$ cat src/rtl/mem_port_arbiter.sv
// mem_port_arbiter
// Shares one physical memory port between an instruction-fetch port
// (A, read-only) and a data port (B, read/write). The winning request is
// latched on grant and replayed unchanged on pmem_* until pmem_resp.
// The completion pulse is routed only to the granted requester.
//
// Ports:
//   clk, reset              clock, asynchronous active-high reset
//   mem_*_a                 port A request (read-only) / response
//   mem_*_b                 port B request (read/write) / response
//   pmem_*                  downstream memory port
//
// Optional build macro:
//   ARB_ROUND_ROBIN_EN  when both ports request in IDLE, grant the port that
//                       did not win last time. Undefined: fixed B > A.
module mem_port_arbiter #(
  parameter int ADDR_WIDTH = 16,
  parameter int DATA_WIDTH = 16,
  parameter int MASK_WIDTH = DATA_WIDTH / 8
) (
  input  logic                  clk,
  input  logic                  reset,
  input  logic                  mem_read_a,
  input  logic [ADDR_WIDTH-1:0] mem_address_a,
  output logic                  mem_resp_a,
  output logic [DATA_WIDTH-1:0] mem_rdata_a,
  input  logic                  mem_read_b,
  input  logic                  mem_write_b,
  input  logic [MASK_WIDTH-1:0] mem_wmask_b,
  input  logic [ADDR_WIDTH-1:0] mem_address_b,
  input  logic [DATA_WIDTH-1:0] mem_wdata_b,
  output logic                  mem_resp_b,
  output logic [DATA_WIDTH-1:0] mem_rdata_b,
  output logic                  pmem_read,
  output logic                  pmem_write,
  output logic [MASK_WIDTH-1:0] pmem_wmask,
  output logic [ADDR_WIDTH-1:0] pmem_address,
  output logic [DATA_WIDTH-1:0] pmem_wdata,
  input  logic                  pmem_resp,
  input  logic [DATA_WIDTH-1:0] pmem_rdata
);

  typedef enum logic [1:0] {
    IDLE    = 2'd0,
    SERVE_A = 2'd1,
    SERVE_B = 2'd2
  } state_e;

  localparam logic GRANT_A = 1'b0;
  localparam logic GRANT_B = 1'b1;

  state_e                state_q, state_d;
  logic [ADDR_WIDTH-1:0] addr_q, addr_d;
  logic [MASK_WIDTH-1:0] wmask_q, wmask_d;
  logic [DATA_WIDTH-1:0] wdata_q, wdata_d;
  logic                  rd_q, rd_d;
  logic                  wr_q, wr_d;
  logic                  last_grant_q, last_grant_d;

  logic                  req_a_s;
  logic                  req_b_s;
  logic                  grant_b_s;

  assign req_a_s = mem_read_a;
  assign req_b_s = mem_read_b | mem_write_b;

  // Downstream port is driven purely from the latched request registers.
  assign pmem_read    = rd_q;
  assign pmem_write   = wr_q;
  assign pmem_wmask   = wmask_q;
  assign pmem_address = addr_q;
  assign pmem_wdata   = wdata_q;

  // Read data is broadcast; it is only meaningful alongside the matching resp.
  assign mem_rdata_a = pmem_rdata;
  assign mem_rdata_b = pmem_rdata;

  // State and latched-request registers.
  always_ff @(posedge clk or posedge reset) begin
    if (reset) begin
      state_q      <= IDLE;
      addr_q       <= {ADDR_WIDTH{1'b0}};
      wmask_q      <= {MASK_WIDTH{1'b0}};
      wdata_q      <= {DATA_WIDTH{1'b0}};
      rd_q         <= 1'b0;
      wr_q         <= 1'b0;
      last_grant_q <= GRANT_A;
    end else begin
      state_q      <= state_d;
      addr_q       <= addr_d;
      wmask_q      <= wmask_d;
      wdata_q      <= wdata_d;
      rd_q         <= rd_d;
      wr_q         <= wr_d;
      last_grant_q <= last_grant_d;
    end
  end

  // Grant selection: B wins a tie unless round-robin picks the other port.
  always_comb begin
    grant_b_s = req_b_s;
`ifdef ARB_ROUND_ROBIN_EN
    if (req_a_s && req_b_s) begin
      grant_b_s = (last_grant_q == GRANT_A);
    end else begin
      grant_b_s = req_b_s;
    end
`endif
  end

  // Next-state and request-latch logic.
  always_comb begin
    state_d      = state_q;
    addr_d       = addr_q;
    wmask_d      = wmask_q;
    wdata_d      = wdata_q;
    rd_d         = rd_q;
    wr_d         = wr_q;
    last_grant_d = last_grant_q;
    case (state_q)
      IDLE: begin
        if (grant_b_s) begin
          state_d      = SERVE_B;
          addr_d       = mem_address_b;
          wmask_d      = mem_wmask_b;
          wdata_d      = mem_wdata_b;
          // A simultaneous read+write from B is treated as a write.
          wr_d         = mem_write_b;
          rd_d         = ~mem_write_b;
          last_grant_d = GRANT_B;
        end else if (req_a_s) begin
          state_d      = SERVE_A;
          addr_d       = mem_address_a;
          wmask_d      = {MASK_WIDTH{1'b1}};
          wdata_d      = {DATA_WIDTH{1'b0}};
          rd_d         = 1'b1;
          wr_d         = 1'b0;
          last_grant_d = GRANT_A;
        end else begin
          state_d = IDLE;
        end
      end
      SERVE_A, SERVE_B: begin
        // Completion clears the strobes so the dead IDLE cycle is quiet.
        if (pmem_resp) begin
          state_d = IDLE;
          rd_d    = 1'b0;
          wr_d    = 1'b0;
        end else begin
          state_d = state_q;
        end
      end
      default: begin
        state_d = IDLE;
        rd_d    = 1'b0;
        wr_d    = 1'b0;
      end
    endcase
  end

  // Response routing: only the granted port, and only if it still requests.
  always_comb begin
    mem_resp_a = 1'b0;
    mem_resp_b = 1'b0;
    if (pmem_resp && (state_q == SERVE_A)) begin
      mem_resp_a = req_a_s;
    end else if (pmem_resp && (state_q == SERVE_B)) begin
      mem_resp_b = req_b_s;
    end else begin
      mem_resp_a = 1'b0;
      mem_resp_b = 1'b0;
    end
  end

endmodule

$ cat config.mk
export PLATFORM = sky130hd
export DESIGN_NAME = mem_port_arbiter
export DESIGN_NICKNAME = d
export VERILOG_FILES = /design/src/rtl/mem_port_arbiter.sv
export SDC_FILE = /design/constraint.sdc
export NUM_CORES = 1
export LEC_CHECK = 0
export ABC_AREA = 1
export BUFFER_PORTS_ARGS = -buffer_cell sky130_fd_sc_hd__buf_2
export CAP_MARGIN = 20
export CELL_PAD_IN_SITES_DETAIL_PLACEMENT = 0
export CELL_PAD_IN_SITES_GLOBAL_PLACEMENT = 1
export CORE_MARGIN = 2
export CORE_UTILIZATION = 28
export CTS_CLUSTER_SIZE = 10
export DETAILED_ROUTE_END_ITERATION = 16
export GPL_TIMING_DRIVEN = 0
export HOLD_SLACK_MARGIN = 0.02
export PLACE_DENSITY = 0.8
export SLEW_MARGIN = 20
export SYNTH_ARGS = -nofsm -noshare
export SYNTH_HDL_FRONTEND = slang
export SYNTH_SLANG_ARGS = --single-unit
$ cat constraint.sdc
create_clock -name clk -period 1.6 [get_ports clk]
set_clock_uncertainty 0.15 [all_clocks]
set_input_delay 0.24 -clock clk [delete_from_list [all_inputs] [get_ports clk]]
set_output_delay 0.24 -clock clk [all_outputs]
set_load 0.02 [all_outputs]
==> out/metrics.yaml <==
status: "finished, violations left"
violations: "negative setup slack"
place_area_sq_mm: 0.00285
hold-path-cell-count: 5
place_congestion: 0.723
grt_first_pass_wirelength_mm: 9.40
slowest_stage: "dfrtp_1"
drive_gt1_frac: 0.449
grt_usage: 0.139
grt.overflow.total: 0
cts.sinks: 38
fin_tns_setup_ns: -0.0655
startpoint_type: "register"
clk_path_buf_depth: 2
hold_class: "input port to register"
crit_type: "register to primary output"
via_per_inst: 4.12
cts_tree: "built"
clk_latency_ns: 0.28
fmax_mhz: 610
fillerInstances: 784
die-area_sq_mm: 0.00812
cts_buffers: 5
maxCapViolations: 0
antenna_found_initial: 0
start_util: 0.288
yosysUniqueCellTypes: 18
r2r_cells: 6
area_growth_pct: 50.8
totalWireLength_mm: 5.73
core_sq_mm: 0.00721
post-route-period-util: 1.02
p_leak_uw: 0.00188
layout.nets: 496
diodes: 0
dr.pass1.iters: 4
final-setup-viol-count: 2
setup_slack_ns: -0.0394
worst-path-max-fanout: 3
place_ws_ns: -0.167
ir_drop_uv: 541
io_pins: 142
ant_nets: 0
arrival_ns: 1.25
final_core_util: 0.434
cts_root_buffer: "clkbuf_8"
cts.htree.levels: 2
maxSlewViolCount: 0
final_cell_mix: "nand2_1, buf_2, dfrtp_1"
slew_headroom: 0.655
die_x_microns: 90.1
hold_viol_final: 0
syn_avg_cell_area_sq_um: 7.69
worst_path_largest_cell_delay_ns: 0.41
dr_total_vias: 2143
hpwl_mm: 4.29
post_drt_wl_per_cell_microns: 11.0
rsz0062_at_grt: "yes"
postSynthRegisterBits: 38
hold_ws_ns: 0.0941
synth_cells: 270
grt_pass1_vias: 2047
port_buffers: 125
synth_nets: 345
stdcell_area_sq_mm: 0.00313
tightest_slew_ns: 0.517
cp.required_ns: 1.21
cts.reportedPaths.clkPinSlew_ns: 0.07
synth_area_sq_mm: 0.00208
fp-row-count: 31
seq_area_frac_synth: 0.458
grt_max_degree: 22
period_needed_ns: 1.64
cp_cell_sequence: "inv_2 -> ha_2 -> nand2_1 -> nor2_1 -> buf_4"
drt_iter0_drc: 37
power.density_mw_per_mm2: 1540
remaining_drc_errors: 0
endpoint_kind: "primary output"
ys_warn_count: 0
fp.dieH_microns: 90.1
worst paths after layout:
path                                             start                     endpoint  slack (ns)
min in group asynchronous                        reset       state_q[1]$_DFFE_PP0P_        0.38
worst max register to register  state_q[0]$_DFFE_PP0P_  pmem_address[2]$_DFFE_PP0P_        0.06
worst min register to register   pmem_read$_DFFE_PP0P_        pmem_read$_DFFE_PP0P_        0.33
worst max-delay path            state_q[1]$_DFFE_PP0P_                   mem_resp_a       -0.04
worst min-delay path                  mem_address_b[2]  pmem_address[2]$_DFFE_PP0P_        0.09
max in group asynchronous                        reset   pmem_wdata[12]$_DFFE_PP0P_        0.45
layout make-up:
type | count | area (sq um) | share of cell area
Buffer | 42 | 313 | 0.0999
Clock buffer | 7 | 76.3 | 0.0244
Inverter | 9 | 33.8 | 0.0108
Multi-Input combinational cell | 181 | 797 | 0.255
Sequential cell | 38 | 951 | 0.304
Tap cell | 99 | 124 | 0.0396
Timing Repair Buffer | 144 | 836 | 0.267
power by group:
part | total (uW) | internal [uW] | switching, uW
clock network | 618 | 300 | 318
logic | 2540 | 910 | 1630
registers | 1660 | 1420 | 235
total | 4820 | 2630 | 2180
state kept, by name, summed over array words and instances, names as in the netlist:
name,count
state_q,2
pmem_wdata,16
pmem_address,16
pmem_write,1
pmem_wmask,2
pmem_read,1
critical path: cells and delay by family (launching register included):
family        cells  cell delay, ns
buf+inv           2            0.22
flops             1            0.41
fa+ha+maj         1            0.18
simple gates      2            0.15
cell families after synthesis:
group                    Yosys count  share of synthesized area
adder cells (fa/ha/maj)            3                     0.0181
AND/OR/NAND/NOR                  176                      0.356
buffers and inverters             51                      0.163
flip-flops                        38                      0.458
AO/OA/AOI/OAI                      2                    0.00482
Yosys cell counts:
library cell / n / area, sq um
nand2_1: 127 / 477
dfrtp_1: 38 / 951
nand3_1: 36 / 180
buf_4: 33 / 248
inv_1: 7 / 26.3
buf_2: 6 / 30.0
nor2_1: 5 / 18.8
ha_1: 3 / 37.5
nand2_4: 3 / 33.8
buf_6: 2 / 22.5
inv_2: 2 / 7.51
or2_2: 2 / 12.5
a21oi_1: 1 / 5.00
clkbuf_1: 1 / 3.75
nand2_2: 1 / 6.26
nor2_2: 1 / 6.26
nor3_1: 1 / 5.00
o21ai_0: 1 / 5.00
what timing repair did:
item / 4_1_cts / 5_1_grt
hold endpoints to repair: 36 / 0
hold buffers: 17 / 0
pin swaps: 0 / 0
setup endpoints to repair: 32 / 33
setup buffers: 0 / 1
gates resized for setup: 5 / 6
metal layers:
metal,routed length (microns),global-route usage
met3,409,0.0386
met2,2770,0.242
met1,2510,0.171
met4,35,0.0346
met5,0,0
stage by stage:
stage               cells  power [uW]
finish                520        4820
floorplan             270        3300
CTS                   519        4860
global placement      494        4130
global route          520        5200
detailed placement    495        4190
No activity file was read; power rests on OpenSTA's default activity.
